<file path="config.mk">
export PLATFORM = sky130hd
export DESIGN_NAME = uart_alu_ctrl
export DESIGN_NICKNAME = d
export VERILOG_FILES = /design/src/rtl/uart_alu_ctrl_pkg.sv /design/src/rtl/uart_alu_ctrl_timeout_cnt.sv /design/src/rtl/uart_alu_ctrl.sv
export SDC_FILE = /design/constraint.sdc
export NUM_CORES = 1
export LEC_CHECK = 0
export BUFFER_PORTS_ARGS = -buffer_cell sky130_fd_sc_hd__buf_4
export CORE_MARGIN = 8
export CORE_UTILIZATION = 50
export DETAILED_ROUTE_END_ITERATION = 8
export PLACE_DENSITY = 0.81
export SETUP_SLACK_MARGIN = 0.02
export SLEW_MARGIN = 0
export SYNTH_ARGS = -nofsm -noshare
export SYNTH_HDL_FRONTEND = slang
export SYNTH_HIERARCHICAL = 1
export SYNTH_SLANG_ARGS = --single-unit
</file>
<file path="constraint.sdc">
create_clock -name i_clk -period 3.3 [get_ports i_clk]
set_input_delay 0.165 -clock i_clk [delete_from_list [all_inputs] [get_ports i_clk]]
set_output_delay 0.165 -clock i_clk [all_outputs]
set_load 0.01 [all_outputs]
</file>
<file path="src/rtl/uart_alu_ctrl_pkg.sv">
// Shared constants for the UART/ALU command sequencer.
// State encodings and default widths live here.
package uart_alu_ctrl_pkg;

    localparam int DEF_NB_DATA       = 8;
    localparam int DEF_NB_OP         = 6;
    localparam int DEF_TIMEOUT_TICKS = 640;

    localparam logic [2:0] WAIT_A   = 3'd0;
    localparam logic [2:0] WAIT_B   = 3'd1;
    localparam logic [2:0] WAIT_OP  = 3'd2;
    localparam logic [2:0] CAPTURE  = 3'd3;
    localparam logic [2:0] START_TX = 3'd4;
    localparam logic [2:0] WAIT_TX  = 3'd5;

endpackage

</file>
<file path="src/rtl/uart_alu_ctrl_timeout_cnt.sv">
// Inter-byte timeout counter: clear, enable and a one-cycle expiry strobe.
// Only instantiated when UART_ALU_CTRL_TIMEOUT_EN is defined.
module uart_timeout_cnt
    import uart_alu_ctrl_pkg::*;
#(
    parameter int TICKS = DEF_TIMEOUT_TICKS
) (
    input  logic i_clk,
    input  logic i_reset,
    input  logic i_clr,
    input  logic i_en,
    output logic o_expire
);

    localparam int NB_CNT = $clog2(TICKS + 1);

    logic [NB_CNT-1:0] r_cnt;

    // Clear wins over expiry so an accepted byte never times out.
    assign o_expire = i_en && !i_clr && (r_cnt == NB_CNT'(TICKS - 1));

    always_ff @(posedge i_clk or posedge i_reset) begin
        if (i_reset) begin
            r_cnt <= '0;
        end else if (i_clr || o_expire) begin
            r_cnt <= '0;
        end else if (i_en) begin
            r_cnt <= r_cnt + 1'b1;
        end
    end

endmodule

</file>
<file path="src/rtl/uart_alu_ctrl.sv">
// Sequencer: rx A, B, opcode -> ALU -> one tx request -> wait tx done.
// Optional inter-byte timeout under `UART_ALU_CTRL_TIMEOUT_EN.
module uart_alu_ctrl
    import uart_alu_ctrl_pkg::*;
#(
    parameter int NB_DATA       = DEF_NB_DATA,
    parameter int NB_OP         = DEF_NB_OP,
    parameter int TIMEOUT_TICKS = DEF_TIMEOUT_TICKS
) (
    input  logic               i_clk,
    input  logic               i_reset,
    input  logic               i_s_tick,
    input  logic               i_rx_done_tick,
    input  logic [NB_DATA-1:0] i_rx_data,
    input  logic [NB_DATA-1:0] i_alu_result,
    input  logic               i_tx_done_tick,
    output logic [NB_DATA-1:0] o_alu_a,
    output logic [NB_DATA-1:0] o_alu_b,
    output logic [NB_OP-1:0]   o_alu_op,
    output logic               o_tx_start,
    output logic [NB_DATA-1:0] o_tx_data,
    output logic               o_busy,
    output logic               o_drop_tick
);

    logic [2:0]         r_state;
    logic [2:0]         w_state_n;
    logic [NB_DATA-1:0] w_alu_a_n;
    logic [NB_DATA-1:0] w_alu_b_n;
    logic [NB_OP-1:0]   w_alu_op_n;
    logic [NB_DATA-1:0] w_tx_data_n;
    logic               w_tx_start_n;
    logic               w_drop_n;
    logic               w_rx_accept;
    logic               w_in_wait_bop;
    logic               w_expire;
    logic               w_unused;

    assign w_in_wait_bop = (r_state == WAIT_B) || (r_state == WAIT_OP);
    assign w_rx_accept   = i_rx_done_tick &&
                           (w_in_wait_bop || (r_state == WAIT_A));
    assign w_unused      = ^{i_s_tick, i_rx_data};

`ifdef UART_ALU_CTRL_TIMEOUT_EN
    uart_timeout_cnt #(
        .TICKS(TIMEOUT_TICKS)
    ) u_timeout (
        .i_clk   (i_clk),
        .i_reset (i_reset),
        .i_clr   (w_rx_accept || !w_in_wait_bop),
        .i_en    (i_s_tick && w_in_wait_bop),
        .o_expire(w_expire)
    );
`else
    assign w_expire = 1'b0;
`endif

    always_ff @(posedge i_clk or posedge i_reset) begin
        if (i_reset) begin
            r_state     <= WAIT_A;
            o_alu_a     <= '0;
            o_alu_b     <= '0;
            o_alu_op    <= '0;
            o_tx_data   <= '0;
            o_tx_start  <= 1'b0;
            o_drop_tick <= 1'b0;
        end else begin
            r_state     <= w_state_n;
            o_alu_a     <= w_alu_a_n;
            o_alu_b     <= w_alu_b_n;
            o_alu_op    <= w_alu_op_n;
            o_tx_data   <= w_tx_data_n;
            o_tx_start  <= w_tx_start_n;
            o_drop_tick <= w_drop_n;
        end
    end

    always_comb begin
        w_state_n = r_state;
        case (r_state)
            WAIT_A:   if (i_rx_done_tick) w_state_n = WAIT_B;
            WAIT_B: begin
                if (i_rx_done_tick) w_state_n = WAIT_OP;
                else if (w_expire)  w_state_n = WAIT_A;
            end
            WAIT_OP: begin
                if (i_rx_done_tick) w_state_n = CAPTURE;
                else if (w_expire)  w_state_n = WAIT_A;
            end
            CAPTURE:  w_state_n = START_TX;
            START_TX: w_state_n = WAIT_TX;
            WAIT_TX:  if (i_tx_done_tick) w_state_n = WAIT_A;
            default:  w_state_n = WAIT_A;
        endcase
    end

    always_comb begin
        w_alu_a_n    = o_alu_a;
        w_alu_b_n    = o_alu_b;
        w_alu_op_n   = o_alu_op;
        w_tx_data_n  = o_tx_data;
        w_tx_start_n = 1'b0;
        w_drop_n     = w_expire;
        case (r_state)
            WAIT_A:  if (i_rx_done_tick) w_alu_a_n = i_rx_data;
            WAIT_B:  if (i_rx_done_tick) w_alu_b_n = i_rx_data;
            WAIT_OP: if (i_rx_done_tick) w_alu_op_n = i_rx_data[NB_OP-1:0];
            CAPTURE: begin
                w_tx_data_n  = i_alu_result;
                w_tx_start_n = 1'b1;
                w_drop_n     = i_rx_done_tick;
            end
            START_TX, WAIT_TX: w_drop_n = i_rx_done_tick;
            default: ;
        endcase
    end

    assign o_busy = (r_state != WAIT_A);

endmodule

</file>
==> results of run 1 <==
## layout by cell type, fill, tap and decap left out
cell type	synthesis	final
sky130_fd_sc_hd__a21boi_0	1	1
sky130_fd_sc_hd__a21oi_1	1	1
sky130_fd_sc_hd__and2_1	1	1
sky130_fd_sc_hd__and4bb_2	2	2
sky130_fd_sc_hd__buf_4	0	53
sky130_fd_sc_hd__clkbuf_4	0	5
sky130_fd_sc_hd__clkbuf_8	0	1
sky130_fd_sc_hd__clkinv_4	0	1
sky130_fd_sc_hd__clkinvlp_4	0	1
sky130_fd_sc_hd__dfrtp_1	35	35
sky130_fd_sc_hd__dlygate4sd3_1	0	1
sky130_fd_sc_hd__inv_1	2	2
sky130_fd_sc_hd__mux2_2	30	30
sky130_fd_sc_hd__nand2b_1	2	2
sky130_fd_sc_hd__nand3b_1	2	2
sky130_fd_sc_hd__nor4b_4	1	1
sky130_fd_sc_hd__o21ai_0	1	1
sky130_fd_sc_hd__o221ai_1	1	1
sky130_fd_sc_hd__or2b_1	1	1
sky130_fd_sc_hd__or3_2	1	1
sky130_fd_sc_hd__or4b_2	1	1
## timing repair
action | in CTS | in global routing
hold endpoints to repair | 19 | 0
setup buffers | 0 | 0
hold buffers | 1 | 0
## cell type report
cell class	instances	area, um^2	area share
Inverter	2	7.51	0.00402
Tap cell	31	38.8	0.0207
Sequential cell	35	876	0.469
Clock inverter	2	16.3	0.00870
Clock buffer	6	51.3	0.0274
Timing Repair Buffer	54	408	0.218
Multi-Input combinational cell	45	472	0.252
## worst register-to-register path: cells and delay by family, from the launching register on
| family | cells | cell delay (ns) |
|---|---|---|
| simple gates | 1 | 0.62 |
| flops | 1 | 0.49 |
| mux | 1 | 0.40 |
## registers in the layout (all words and copies together), names as in the netlist
register	flops
o_alu_b	8
o_alu_op	6
o_drop_tick	1
o_alu_a	8
r_state	3
o_tx_start	1
o_tx_data	8
## worst max path at each step
| stage | to | slack, ns | from |
|---|---|---|---|
| 2_1_floorplan | o_alu_a[0] | 1.84 | r_state[2] |
| 3_3_place_gp | o_alu_a[1] | 1.68 | r_state[2] |
| 3_5_place_dp | o_alu_a[6] | 1.65 | r_state[2] |
| 4_1_cts | o_busy | 1.65 | r_state[2] |
| 5_1_grt | o_alu_a[4] | 1.58 | r_state[2] |
| 6_report | o_busy | 1.66 | r_state[2] |
## per-layer routing
| metal | share of wire | vias up | wire length (um) | global-route usage |
|---|---|---|---|---|
| met5 | 0 | - | 0 | 0 |
| met4 | 0.031 | 0 | 92 | 0.0921 |
| met3 | 0.067 | 11 | 198 | 0.0549 |
| met2 | 0.52 | 27 | 1550 | 0.214 |
| met1 | 0.38 | 433 | 1120 | 0.142 |
| li1 | - | 415 | - | - |
## kinds of logic after synthesis
| kind of cell | count (synthesis) | share of synthesized area |
|---|---|---|
| compound gates | 4 | 0.0190 |
| mux | 30 | 0.244 |
| flops | 35 | 0.632 |
| simple gates | 11 | 0.0777 |
| buf+inv | 8 | 0.0271 |
## power breakdown
group | internal (mW) | leakage, nW | switching, mW | total (mW)
Sequential | 0.643 | 0.419 | 0.141 | 0.784
Clock | 0.105 | 0.0345 | 0.142 | 0.247
Combinational | 0.505 | 0.434 | 0.327 | 0.832
Total | 1.25 | 0.887 | 0.610 | 1.86
## per-stage QoR
| stage | setup slack [ns] | cells |
|---|---|---|
| 2_1_floorplan | 1.84 | 88 |
| 3_3_place_gp | 1.68 | 166 |
| 3_5_place_dp | 1.65 | 166 |
| 4_1_cts | 1.65 | 175 |
| 5_1_grt | 1.58 | 175 |
| 6_report | 1.66 | 175 |
==> flow_summary.html, run 1 <==
<table>
<tr><th>Metric</th><th>Value</th></tr>
<tr><th colspan="2">Die</th></tr>
<tr><td># IOs</td><td>54</td></tr>
<tr><td>Full die area</td><td>0.00471 mm^2</td></tr>
<tr><td>Core Box Area</td><td>0.00269 mm^2</td></tr>
<tr><td>Initial core utilization</td><td>0.516</td></tr>
<tr><td>Placement row count</td><td>19</td></tr>
<tr><td>Horizontal die dimension</td><td>68.6 um</td></tr>
<tr><td>Floorplan die height</td><td>68.6 um</td></tr>
<tr><th colspan="2">Logic synthesis</th></tr>
<tr><td>Most frequent cells after synthesis</td><td>sky130_fd_sc_hd__dfrtp_1 (35), sky130_fd_sc_hd__mux2_2 (30), sky130_fd_sc_hd__buf_2 (5)</td></tr>
<tr><td>Sequential cell area fraction in the yosys report</td><td>0.632</td></tr>
<tr><td>Most numerous cell in the Yosys netlist</td><td>sky130_fd_sc_hd__dfrtp_1</td></tr>
<tr><td>Register bit total from synthesis</td><td>35</td></tr>
<tr><td>Synthesized instance count</td><td>88</td></tr>
<tr><td>Largest cells by area after synthesis</td><td>sky130_fd_sc_hd__dfrtp_1 (63%), sky130_fd_sc_hd__mux2_2 (24%), sky130_fd_sc_hd__and4bb_2 (1.8%)</td></tr>
<tr><td>Yosys warnings</td><td>6</td></tr>
<tr><td>Count of flip-flops with a built-in enable after synthesis</td><td>0</td></tr>
<tr><td>Synthesized area</td><td>0.00139 mm^2</td></tr>
<tr><td>Main flop type after synthesis</td><td>sky130_fd_sc_hd__dfrtp_1</td></tr>
<tr><td>Yosys top cell area share</td><td>0.632</td></tr>
<tr><td>Average cell area after synthesis</td><td>15.7 um^2</td></tr>
<tr><td>Library cell with the largest summed area after synthesis</td><td>sky130_fd_sc_hd__dfrtp_1</td></tr>
<tr><td>Count of different cell masters after synthesis</td><td>17</td></tr>
<tr><td>Post-Syn Nets</td><td>109</td></tr>
<tr><td>Synth async-reset ratio</td><td>1.00</td></tr>
<tr><th colspan="2">Global route</th></tr>
<tr><td>Vias in the first global route</td><td>984</td></tr>
<tr><td>Congestion Overflow GR</td><td>0</td></tr>
<tr><td>Global-route wire length before repair</td><td>4590 um</td></tr>
<tr><td>Largest net degree at the start of global routing</td><td>21</td></tr>
<tr><td>Overall global routing resource usage</td><td>0.134</td></tr>
<tr><td>Number of antenna violations at the first check in global routing</td><td>0</td></tr>
<tr><th colspan="2">Worst setup path</th></tr>
<tr><td>Reg2Reg Depth</td><td>2</td></tr>
<tr><td>Largest fanout on the critical path</td><td>9</td></tr>
<tr><td>R2r startpoint</td><td>r_state[2]</td></tr>
<tr><td>Crit end category</td><td>output pin</td></tr>
<tr><td>Worst setup path class</td><td>reg -&gt; out</td></tr>
<tr><td>Nature of the critical path startpoint</td><td>flop</td></tr>
<tr><td>Cell with the largest stage delay on the worst path</td><td>sky130_fd_sc_hd__or3_2</td></tr>
<tr><td>Largest stage delay on the critical path</td><td>0.50 ns</td></tr>
<tr><td>Stages on the worst setup path</td><td>2</td></tr>
<tr><td>FF-to-FF End</td><td>o_alu_a[5]</td></tr>
<tr><td>Setup slack of the worst register-to-register path</td><td>1.68 ns</td></tr>
<tr><td>Arrival time of data at the critical path endpoint</td><td>1.48 ns</td></tr>
<tr><td>Critical path buffers and inverters</td><td>1</td></tr>
<tr><td>Critical path data required time</td><td>3.13 ns</td></tr>
<tr><td>Ordered list of cells on the worst path</td><td>or3_2 -&gt; buf_4</td></tr>
<tr><td>Largest delay share family, worst path</td><td>simple AND/OR/NAND/NOR gates</td></tr>
<tr><th colspan="2">Clock network</th></tr>
<tr><td>Number of levels in the clock H-tree</td><td>2</td></tr>
<tr><td>Clock-pin transition on the worst setup and hold timing paths</td><td>0.11 ns</td></tr>
<tr><td>Clock sinks</td><td>35</td></tr>
<tr><td>Clock tree from TritonCTS</td><td>yes</td></tr>
<tr><td>CTS Buf Count</td><td>5</td></tr>
<tr><td>Clock tree root buffer cell</td><td>sky130_fd_sc_hd__clkbuf_4</td></tr>
<tr><td>Post-cts resize count</td><td>0</td></tr>
<tr><td>Clock latency on the worst-skew pair</td><td>0.34 ns</td></tr>
<tr><td>CTS Buffer Depth</td><td>2</td></tr>
<tr><th colspan="2">Final layout</th></tr>
<tr><td>Antenna Diode Count</td><td>0</td></tr>
<tr><td>Fillcell total</td><td>208</td></tr>
<tr><td>Cell area after layout</td><td>0.00187 mm^2</td></tr>
<tr><td>Share of the core filled with cells</td><td>0.696</td></tr>
<tr><td>Fraction of layout cells with a size suffix above 1</td><td>0.667</td></tr>
<tr><td>Number of nets in the finished design</td><td>164</td></tr>
<tr><td>Area Growth Syn to Fin</td><td>35.0%</td></tr>
<tr><th colspan="2">Detailed routing</th></tr>
<tr><td>Via count</td><td>886</td></tr>
<tr><td>First-iteration detailed-routing DRC count</td><td>43</td></tr>
<tr><td>Average via count per standard cell</td><td>5.06</td></tr>
<tr><td>Post-detailed-routing wire length</td><td>2960 um</td></tr>
<tr><td>Detailed Routing Iterations Pass 1</td><td>4</td></tr>
<tr><td># DRC</td><td>0</td></tr>
<tr><td>Final routed wire length divided by cell count</td><td>16.9 um</td></tr>
<tr><td>Routed Antenna Nets</td><td>0</td></tr>
<tr><th colspan="2">Run status</th></tr>
<tr><td>Result of the run</td><td>finished clean</td></tr>
<tr><th colspan="2">STA</th></tr>
<tr><td>Accumulated negative setup slack</td><td>0 ns</td></tr>
<tr><td>Final hold violation count</td><td>0</td></tr>
<tr><td>Max-slew headroom at the worst pin</td><td>0.514</td></tr>
<tr><td>Worst slew pin tran</td><td>0.728 ns</td></tr>
<tr><td>Number of pins with negative max-slew slack in the final report</td><td>0</td></tr>
<tr><td>Highest clock frequency the design can meet</td><td>0.609 GHz</td></tr>
<tr><td>Fin crit period</td><td>1.64 ns</td></tr>
<tr><td>Fin Hold WS</td><td>0.0537 ns</td></tr>
<tr><td>Worst Clk Skew</td><td>0.00927 ns</td></tr>
<tr><td>Final clock period utilization by the worst path</td><td>0.498</td></tr>
<tr><td>Unrepaired setup endpoints after global routing</td><td>no</td></tr>
<tr><td>Setup violations, final</td><td>0</td></tr>
<tr><th colspan="2">Placed design</th></tr>
<tr><td>IO buf count</td><td>52</td></tr>
<tr><td>Hpwl dp</td><td>2260 um</td></tr>
<tr><td>Cell Area, Placed</td><td>0.00179 mm^2</td></tr>
<tr><td>RD Place Congestion</td><td>0.662</td></tr>
<tr><th colspan="2">Power and ir drop</th></tr>
<tr><td>Static Leakage</td><td>0.887 nW</td></tr>
<tr><td>Design Power</td><td>1.86 mW</td></tr>
<tr><td>Maximum vdd ir drop</td><td>0.650 mV</td></tr>
<tr><td>Power Dens Cells</td><td>997 mW/mm^2</td></tr>
<tr><th colspan="2">Hold path</th></tr>
<tr><td>Endpoint, Worst Hold</td><td>o_tx_data[2]</td></tr>
<tr><td>Worst min-delay path category</td><td>in -&gt; reg</td></tr>
<tr><td>Cell depth of the worst hold path</td><td>2</td></tr>
<tr><td>Startpoint of the tightest hold check path</td><td>i_alu_result[2]</td></tr>
<tr><th colspan="2">Job</th></tr>
<tr><td>Max-cap violations</td><td>0</td></tr>
</table>
No activity file was read; power rests on OpenSTA's default activity.
==> run 2, diff against run 1 <==
--- a/config.mk
+++ b/config.mk
@@ -5,11 +5,12 @@
 export SDC_FILE = /design/constraint.sdc
 export NUM_CORES = 1
 export LEC_CHECK = 0
+export ABC_AREA = 1
 export BUFFER_PORTS_ARGS = -buffer_cell sky130_fd_sc_hd__buf_4
 export CORE_MARGIN = 8
-export CORE_UTILIZATION = 50
+export CORE_UTILIZATION = 47
 export DETAILED_ROUTE_END_ITERATION = 8
-export PLACE_DENSITY = 0.81
+export PLACE_DENSITY = 0.76
 export SETUP_SLACK_MARGIN = 0.02
 export SLEW_MARGIN = 0
 export SYNTH_ARGS = -nofsm -noshare
==> constraint.sdc (replaced) <==
create_clock -name i_clk -period 1.6 [get_ports i_clk]
set_input_delay 0.08 -clock i_clk [delete_from_list [all_inputs] [get_ports i_clk]]
set_output_delay 0.08 -clock i_clk [all_outputs]
set_load 0.01 [all_outputs]
==> flow_summary.html, run 2 <==
<table>
<tr><th>Metric</th><th>Value</th></tr>
<tr><th colspan="2">Placed design</th></tr>
<tr><td>Hpwl dp</td><td>2580 um (+14%)</td></tr>
<tr><td>Cell Area, Placed</td><td>0.00183 mm^2 (+2.2%)</td></tr>
<tr><td>Post-placement cell count</td><td>237 (+43%)</td></tr>
<tr><td>Post-Place Worst Slack</td><td>0.348 ns (-1.31 ns)</td></tr>
<tr><td>RD Place Congestion</td><td>0.882 (+33%)</td></tr>
<tr><td>IO buf count</td><td>52 (unchanged)</td></tr>
<tr><th colspan="2">STA</th></tr>
<tr><td>Setup violations, final</td><td>0 (unchanged)</td></tr>
<tr><td>Unrepaired setup endpoints after global routing</td><td>no</td></tr>
<tr><td>Highest clock frequency the design can meet</td><td>0.766 GHz</td></tr>
<tr><td>Max-slew headroom at the worst pin</td><td>0.716 (+0.202)</td></tr>
<tr><td>Worst slew pin tran</td><td>0.426 ns (-0.302 ns)</td></tr>
<tr><td>Fin crit period</td><td>1.31 ns</td></tr>
<tr><td>Worst Clk Skew</td><td>0.0154 ns (+0.00611 ns)</td></tr>
<tr><td>Fin Hold WS</td><td>0.105 ns (+0.0510 ns)</td></tr>
<tr><td>Number of pins with negative max-slew slack in the final report</td><td>0 (unchanged)</td></tr>
<tr><td>Final hold violation count</td><td>0 (unchanged)</td></tr>
<tr><td>Final clock period utilization by the worst path</td><td>0.816</td></tr>
<tr><td>Accumulated negative setup slack</td><td>0 ns (unchanged)</td></tr>
<tr><td>Final worst setup slack</td><td>0.295 ns (-1.36 ns)</td></tr>
<tr><th colspan="2">Worst setup path</th></tr>
<tr><td>Ordered list of cells on the worst path</td><td>nor2_4 -&gt; nand2_1 -&gt; buf_4</td></tr>
<tr><td>Largest fanout on the critical path</td><td>6 (-3)</td></tr>
<tr><td>Nature of the critical path startpoint</td><td>flop</td></tr>
<tr><td>Cell with the largest stage delay on the worst path</td><td>sky130_fd_sc_hd__dfrtp_1</td></tr>
<tr><td>Crit end category</td><td>output pin</td></tr>
<tr><td>Arrival time of data at the critical path endpoint</td><td>1.23 ns (-0.25 ns)</td></tr>
<tr><td>Largest delay share family, worst path</td><td>flip-flops</td></tr>
<tr><td>Worst setup path class</td><td>reg -&gt; out</td></tr>
<tr><td>Critical path buffers and inverters</td><td>1 (unchanged)</td></tr>
<tr><td>Largest stage delay on the critical path</td><td>0.47 ns (-0.03 ns)</td></tr>
<tr><td>Critical path data required time</td><td>1.52 ns (-1.61 ns)</td></tr>
<tr><th colspan="2">Clock network</th></tr>
<tr><td>Clock-pin transition on the worst setup and hold timing paths</td><td>0.11 ns (about the same)</td></tr>
<tr><td>Hold buffers post-CTS</td><td>17 (+16)</td></tr>
<tr><td>Buffers inserted during post-CTS setup optimization</td><td>0 (unchanged)</td></tr>
<tr><td>Number of levels in the clock H-tree</td><td>2 (unchanged)</td></tr>
<tr><td>Clock tree root buffer cell</td><td>sky130_fd_sc_hd__clkbuf_4</td></tr>
<tr><td>Clock latency on the worst-skew pair</td><td>0.35 ns (about the same)</td></tr>
<tr><td>Post-cts resize count</td><td>0 (unchanged)</td></tr>
<tr><td>Clock sinks</td><td>35 (unchanged)</td></tr>
<tr><td>CTS Buf Count</td><td>5 (unchanged)</td></tr>
<tr><td>Clock tree from TritonCTS</td><td>yes</td></tr>
<tr><td>CTS Buffer Depth</td><td>2 (unchanged)</td></tr>
<tr><th colspan="2">Power and ir drop</th></tr>
<tr><td>Power Dens Cells</td><td>1790 mW/mm^2 (+80%)</td></tr>
<tr><td>Design Power</td><td>3.68 mW (+98%)</td></tr>
<tr><td>Maximum vdd ir drop</td><td>0.935 mV (+44%)</td></tr>
<tr><td>Static Leakage</td><td>1.13 nW (+27%)</td></tr>
<tr><th colspan="2">Die</th></tr>
<tr><td>Horizontal die dimension</td><td>71.0 um (+3.5%)</td></tr>
<tr><td>Core Box Area</td><td>0.00298 mm^2 (+11%)</td></tr>
<tr><td>Placement row count</td><td>20 (+1)</td></tr>
<tr><td># IOs</td><td>54 (unchanged)</td></tr>
<tr><td>Floorplan die height</td><td>71.0 um (+3.5%)</td></tr>
<tr><td>Initial core utilization</td><td>0.478 (-0.0375)</td></tr>
<tr><td>Full die area</td><td>0.00505 mm^2 (+7.1%)</td></tr>
<tr><th colspan="2">Final layout</th></tr>
<tr><td>Fillcell total</td><td>242 (+16%)</td></tr>
<tr><td>Antenna Diode Count</td><td>0 (unchanged)</td></tr>
<tr><td>Top library cells by usage in the layout, fill and taps aside</td><td>sky130_fd_sc_hd__nand2_1 (69), sky130_fd_sc_hd__buf_4 (54), sky130_fd_sc_hd__dfrtp_1 (35)</td></tr>
<tr><td>Area Growth Syn to Fin</td><td>44.4%</td></tr>
<tr><td>Final instance count without filler cells</td><td>262 (+50%)</td></tr>
<tr><td>Cell area after layout</td><td>0.00206 mm^2 (+10%)</td></tr>
<tr><td>Share of the core filled with cells</td><td>0.690 (-0.00552)</td></tr>
<tr><td>Fraction of layout cells with a size suffix above 1</td><td>0.293 (-0.374)</td></tr>
<tr><td>Registers with the most flip-flops</td><td>o_alu_a (8), o_alu_b (8), o_tx_data (8)</td></tr>
<tr><td>Most common cell after layout, fill and taps aside</td><td>sky130_fd_sc_hd__nand2_1</td></tr>
<tr><td>Number of nets in the finished design</td><td>249 (+52%)</td></tr>
<tr><th colspan="2">Global route</th></tr>
<tr><td>Congestion Overflow GR</td><td>0 (unchanged)</td></tr>
<tr><td>Number of antenna violations at the first check in global routing</td><td>0 (unchanged)</td></tr>
<tr><td>Vias in the first global route</td><td>1360 (+38%)</td></tr>
<tr><td>Global-route wire length before repair</td><td>6210 um (+35%)</td></tr>
<tr><td>Largest net degree at the start of global routing</td><td>36 (+71%)</td></tr>
<tr><td>Overall global routing resource usage</td><td>0.158 (+0.0240)</td></tr>
<tr><th colspan="2">Detailed routing</th></tr>
<tr><td>Routed Antenna Nets</td><td>0 (unchanged)</td></tr>
<tr><td>Detailed Routing Iterations Pass 1</td><td>4 (unchanged)</td></tr>
<tr><td># DRC</td><td>0 (unchanged)</td></tr>
<tr><td>Average via count per standard cell</td><td>4.84 (-4.4%)</td></tr>
<tr><td>Final routed wire length divided by cell count</td><td>14.0 um (-17%)</td></tr>
<tr><td>Via count</td><td>1268 (+43%)</td></tr>
<tr><td>Post-detailed-routing wire length</td><td>3660 um (+24%)</td></tr>
<tr><td>First-iteration detailed-routing DRC count</td><td>51 (+19%)</td></tr>
<tr><th colspan="2">Logic synthesis</th></tr>
<tr><td>Sequential cell area fraction in the yosys report</td><td>0.615 (-0.0172)</td></tr>
<tr><td>Most frequent cells after synthesis</td><td>sky130_fd_sc_hd__nand2_1 (69), sky130_fd_sc_hd__dfrtp_1 (35), sky130_fd_sc_hd__o21ai_1 (16)</td></tr>
<tr><td>Yosys warnings</td><td>6 (unchanged)</td></tr>
<tr><td>Yosys top cell area share</td><td>0.615 (-0.0172)</td></tr>
<tr><td>Average cell area after synthesis</td><td>9.25 um^2 (-41%)</td></tr>
<tr><td>Main flop type after synthesis</td><td>sky130_fd_sc_hd__dfrtp_1</td></tr>
<tr><td>Synthesized area</td><td>0.00142 mm^2 (+2.8%)</td></tr>
<tr><td>Post-Syn Nets</td><td>175 (+61%)</td></tr>
<tr><td>Synthesized instance count</td><td>154 (+75%)</td></tr>
<tr><td>Count of different cell masters after synthesis</td><td>15 (-2)</td></tr>
<tr><td>Library cell with the largest summed area after synthesis</td><td>sky130_fd_sc_hd__dfrtp_1</td></tr>
<tr><td>Count of flip-flops with a built-in enable after synthesis</td><td>0 (unchanged)</td></tr>
<tr><td>Synth async-reset ratio</td><td>1.00 (unchanged)</td></tr>
<tr><td>Largest cells by area after synthesis</td><td>sky130_fd_sc_hd__dfrtp_1 (62%), sky130_fd_sc_hd__nand2_1 (18%), sky130_fd_sc_hd__o21ai_1 (5.6%)</td></tr>
<tr><td>Most numerous cell in the Yosys netlist</td><td>sky130_fd_sc_hd__nand2_1</td></tr>
<tr><td>Register bit total from synthesis</td><td>35 (unchanged)</td></tr>
<tr><th colspan="2">Hold path</th></tr>
<tr><td>Worst min-delay path category</td><td>in -&gt; reg</td></tr>
<tr><th colspan="2">Run status</th></tr>
<tr><td>Result of the run</td><td>finished clean</td></tr>
<tr><th colspan="2">Job</th></tr>
<tr><td>Max-cap violations</td><td>0 (unchanged)</td></tr>
</table>
## run 2: cell count changes after synthesis, moves of 4 or more
cell                      before  now
sky130_fd_sc_hd__buf_2         5    1
sky130_fd_sc_hd__nand3_1       0    5
sky130_fd_sc_hd__inv_1         2   14
sky130_fd_sc_hd__nand2_1       0   69
sky130_fd_sc_hd__mux2_2       30    0
sky130_fd_sc_hd__o21ai_1       0   16
## run 2: path summary, 6_finish.rpt
check / cells after the start / start / end / slack, ns
setup / recovery: 3 / r_state[1] / o_busy / 0.29
hold / removal: 4 / i_rx_done_tick / o_alu_op[1] / 0.10
setup reg to reg: 6 / r_state[0] / o_alu_op[2] / 0.33
hold reg to reg: 2 / o_alu_op[3] / o_alu_op[3] / 0.48
max in group asynchronous: 4 / i_reset / o_tx_data[6] / 0.91
min in group asynchronous: 4 / i_reset / o_alu_a[0] / 0.37
## run 2: layer usage
metal | track usage | part of all wire
met1 | 0.164 | 0.38
met2 | 0.280 | 0.55
met3 | 0.0452 | 0.041
met4 | 0.0855 | 0.023
met5 | 0 | 0
## run 2: final cells by class
cell class              instances  area [um^2]  area share
multi-input cells              99          449       0.219
repair buffers                 71          576       0.280
clock inverters                 2         12.5     0.00609
clock buffers                   6         41.3      0.0201
well taps                      33         41.3      0.0201
flip-flops and latches         35          876       0.426
inverters                      16         60.1      0.0292
## run 2: power breakdown
group / internal [mW] / switching, mW
Clock: 0.169 / 0.302
Combinational: 0.794 / 0.867
Sequential: 1.29 / 0.266
Total: 2.25 / 1.44
## run 2: logic make-up (layout without fill, tap and decap cells)
kind of cell / after synthesis / after routing / share of synthesized area
and+or+nand+nor: 80 / 80 / 0.247
DFF: 35 / 35 / 0.615
AOI/OAI and AO/OA: 19 / 19 / 0.0685
buffers and inverters: 20 / 95 / 0.0694
## run 2: worst register-to-register path, stage by stage (launching register included)
cell and delay, ns:
sky130_fd_sc_hd__dfrtp_1 0.50, sky130_fd_sc_hd__inv_2 0.14, sky130_fd_sc_hd__nand3_1 0.17, sky130_fd_sc_hd__inv_1 0.13
sky130_fd_sc_hd__nand2_2 0.10, sky130_fd_sc_hd__nand2_1 0.08, sky130_fd_sc_hd__nand2_1 0.05
==> run 3, diff against run 2 <==
--- a/config.mk
+++ b/config.mk
@@ -8,9 +8,9 @@
 export ABC_AREA = 1
 export BUFFER_PORTS_ARGS = -buffer_cell sky130_fd_sc_hd__buf_4
 export CORE_MARGIN = 8
-export CORE_UTILIZATION = 47
+export CORE_UTILIZATION = 43
 export DETAILED_ROUTE_END_ITERATION = 8
-export PLACE_DENSITY = 0.76
+export PLACE_DENSITY = 0.73
 export SETUP_SLACK_MARGIN = 0.02
 export SLEW_MARGIN = 0
 export SYNTH_ARGS = -nofsm -noshare
==> constraint.sdc (replaced) <==
create_clock -name i_clk -period 1.1 [get_ports i_clk]
set_input_delay 0.055 -clock i_clk [delete_from_list [all_inputs] [get_ports i_clk]]
set_output_delay 0.055 -clock i_clk [all_outputs]
set_load 0.01 [all_outputs]
==> flow_summary.html, run 3 (synthesis results as in run 2) <==
<table>
<tr><th>Metric</th><th>Value</th></tr>
<tr><th colspan="2">Run status</th></tr>
<tr><td>Result of the run</td><td>finished, violations left</td></tr>
<tr><td>Failing checks</td><td>setup timing</td></tr>
<tr><th colspan="2">Global route</th></tr>
<tr><td>Number of antenna violations at the first check in global routing</td><td>0 (unchanged)</td></tr>
<tr><td>Global-route wire length before repair</td><td>6170 um (-0.68%)</td></tr>
<tr><td>Congestion Overflow GR</td><td>0 (unchanged)</td></tr>
<tr><td>Overall global routing resource usage</td><td>0.148 (-0.00956)</td></tr>
<tr><td>Vias in the first global route</td><td>1361 (+0.074%)</td></tr>
<tr><td>Largest net degree at the start of global routing</td><td>36 (unchanged)</td></tr>
<tr><th colspan="2">Placed design</th></tr>
<tr><td>RD Place Congestion</td><td>0.758 (-14%)</td></tr>
<tr><td>Hpwl dp</td><td>2520 um (-2.4%)</td></tr>
<tr><td>IO buf count</td><td>52 (unchanged)</td></tr>
<tr><th colspan="2">Worst setup path</th></tr>
<tr><td>Worst setup path class</td><td>reg -&gt; out</td></tr>
<tr><td>Critical path data required time</td><td>1.04 ns (-0.48 ns)</td></tr>
<tr><td>Arrival time of data at the critical path endpoint</td><td>1.15 ns (-0.08 ns)</td></tr>
<tr><td>Nature of the critical path startpoint</td><td>flop</td></tr>
<tr><td>Crit end category</td><td>output pin</td></tr>
<tr><td>Largest fanout on the critical path</td><td>3 (-3)</td></tr>
<tr><th colspan="2">STA</th></tr>
<tr><td>Setup violations, final</td><td>34 (+34)</td></tr>
<tr><td>Worst slew pin tran</td><td>0.425 ns (-0.000410 ns)</td></tr>
<tr><td>Final clock period utilization by the worst path</td><td>1.10</td></tr>
<tr><td>Worst Clk Skew</td><td>0.00986 ns (-0.00552 ns)</td></tr>
<tr><td>Highest clock frequency the design can meet</td><td>0.830 GHz</td></tr>
<tr><td>Unrepaired setup endpoints after global routing</td><td>yes</td></tr>
<tr><td>Max-slew headroom at the worst pin</td><td>0.717 (about the same)</td></tr>
<tr><td>Number of pins with negative max-slew slack in the final report</td><td>0 (unchanged)</td></tr>
<tr><td>Final worst setup slack</td><td>-0.105 ns (-0.400 ns)</td></tr>
<tr><td>Fin crit period</td><td>1.21 ns</td></tr>
<tr><td>Fin Hold WS</td><td>0.0716 ns (-0.0331 ns)</td></tr>
<tr><td>Final hold violation count</td><td>0 (unchanged)</td></tr>
<tr><th colspan="2">Die</th></tr>
<tr><td>Core Box Area</td><td>0.00326 mm^2 (+9.4%)</td></tr>
<tr><td>Floorplan die height</td><td>73.5 um (+3.5%)</td></tr>
<tr><td>Horizontal die dimension</td><td>73.5 um (+3.5%)</td></tr>
<tr><td># IOs</td><td>54 (unchanged)</td></tr>
<tr><td>Placement row count</td><td>21 (+5.0%)</td></tr>
<tr><td>Full die area</td><td>0.00541 mm^2 (+7.2%)</td></tr>
<tr><td>Initial core utilization</td><td>0.437 (-0.0411)</td></tr>
<tr><th colspan="2">Final layout</th></tr>
<tr><td>Share of the core filled with cells</td><td>0.692 (+0.00168)</td></tr>
<tr><td>Registers with the most flip-flops</td><td>o_alu_a (8), o_alu_b (8), o_tx_data (8)</td></tr>
<tr><td>Antenna Diode Count</td><td>0 (unchanged)</td></tr>
<tr><td>Top library cells by usage in the layout, fill and taps aside</td><td>sky130_fd_sc_hd__nand2_1 (62), sky130_fd_sc_hd__buf_4 (60), sky130_fd_sc_hd__dfrtp_1 (33)</td></tr>
<tr><td>Fillcell total</td><td>266 (+9.9%)</td></tr>
<tr><td>Number of nets in the finished design</td><td>261 (+4.8%)</td></tr>
<tr><td>Most common cell after layout, fill and taps aside</td><td>sky130_fd_sc_hd__nand2_1</td></tr>
<tr><td>Area Growth Syn to Fin</td><td>58.3%</td></tr>
<tr><td>Fraction of layout cells with a size suffix above 1</td><td>0.394 (+0.102)</td></tr>
<tr><th colspan="2">Detailed routing</th></tr>
<tr><td>Post-detailed-routing wire length</td><td>4080 um (+11%)</td></tr>
<tr><td>Average via count per standard cell</td><td>4.70 (-2.9%)</td></tr>
<tr><td># DRC</td><td>0 (unchanged)</td></tr>
<tr><td>First-iteration detailed-routing DRC count</td><td>75 (+47%)</td></tr>
<tr><td>Via count</td><td>1349 (+6.4%)</td></tr>
<tr><td>Final routed wire length divided by cell count</td><td>14.2 um (+1.7%)</td></tr>
<tr><td>Detailed Routing Iterations Pass 1</td><td>4 (unchanged)</td></tr>
<tr><td>Routed Antenna Nets</td><td>0 (unchanged)</td></tr>
<tr><th colspan="2">Power and ir drop</th></tr>
<tr><td>Maximum vdd ir drop</td><td>1.33 mV (+43%)</td></tr>
<tr><td>Static Leakage</td><td>1.21 nW (+7.7%)</td></tr>
<tr><td>Power Dens Cells</td><td>2650 mW/mm^2 (+48%)</td></tr>
<tr><td>Design Power</td><td>5.97 mW (+62%)</td></tr>
<tr><th colspan="2">Clock network</th></tr>
<tr><td>Number of levels in the clock H-tree</td><td>2 (unchanged)</td></tr>
<tr><td>Clock sinks</td><td>35 (unchanged)</td></tr>
<tr><td>Clock tree from TritonCTS</td><td>yes</td></tr>
<tr><td>CTS Buffer Depth</td><td>2 (unchanged)</td></tr>
<tr><td>CTS Buf Count</td><td>5 (unchanged)</td></tr>
<tr><td>Clock-pin transition on the worst setup and hold timing paths</td><td>0.09 ns (-0.02 ns)</td></tr>
<tr><td>Clock tree root buffer cell</td><td>sky130_fd_sc_hd__clkbuf_4</td></tr>
<tr><td>Clock latency on the worst-skew pair</td><td>0.33 ns (-0.02 ns)</td></tr>
<tr><th colspan="2">Job</th></tr>
<tr><td>Max-cap violations</td><td>0 (unchanged)</td></tr>
<tr><th colspan="2">Hold path</th></tr>
<tr><td>Worst min-delay path category</td><td>in -&gt; reg</td></tr>
</table>
## run 3: per-stage QoR
step | worst slack [ns] | std cells | instance area (um^2) | TNS (ns)
5_1_grt | -0.153 | 287 | 2250 | -3.87
3_3_place_gp | -0.0124 | 255 | 1890 | -0.0446
3_5_place_dp | -0.0577 | 255 | 1890 | -0.419
6_report | -0.105 | 287 | 2250 | -1.08
2_1_floorplan | 0.0201 | 154 | 1430 | 0
4_1_cts | -0.0942 | 285 | 2170 | -0.670
## run 3: area by class of cell
type | instances | area (um^2) | share of cell area
flip-flops and latches | 35 | 878 | 0.390
repair buffers | 81 | 666 | 0.295
multi-input cells | 101 | 539 | 0.239
inverters | 16 | 63.8 | 0.0283
well taps | 46 | 57.6 | 0.0255
clock buffers | 7 | 45.0 | 0.0200
clock inverters | 1 | 5.00 | 0.00222
## run 3: worst paths after layout
kind / start / cells after the start / slack (ns) / to
worst max-delay path: r_state[2] / 4 / -0.11 / o_busy
worst min-delay path: i_tx_done_tick / 4 / 0.07 / r_state[2]
worst max register to register: r_state[2] / 5 / -0.08 / o_alu_b[7]
worst min register to register: o_alu_op[2] / 2 / 0.49 / o_alu_op[2]
max in group asynchronous: i_reset / 4 / 0.40 / r_state[1]
min in group asynchronous: i_reset / 4 / 0.36 / o_alu_op[2]
## run 3: repair_timing
action | 4_1_cts | 5_1_grt
pin swaps | 3 | 4
endpoints found under the hold margin | 58 | 0
buffers inserted | 4 | 2
hold buffers | 17 | 0
resized for setup | 6 | 20
cloned | 1 | 1
endpoints found under the setup margin | 31 | 35
## run 3: critical path, stage by stage, from the launching register on
cell and delay (ns):
sky130_fd_sc_hd__dfrtp_1 0.43, sky130_fd_sc_hd__nor2_4 0.14, sky130_fd_sc_hd__buf_6 0.11, sky130_fd_sc_hd__nand2_2 0.04, sky130_fd_sc_hd__buf_6 0.11
## run 3: routing by layer
metal  vias up  GRT usage  share of wire  routed length [um]
met4         0     0.0732          0.022                  91
met1       655      0.164           0.40                1610
met5         -          0              0                   0
met3         8     0.0341          0.044                 180
met2        33      0.259           0.54                2200
li1        653          -              -                   -
## run 3: where the power goes
group	internal (mW)	switching, mW	leakage (nW)
Combinational	1.49	1.57	0.746
Clock	0.249	0.401	0.0293
Sequential	1.88	0.389	0.436
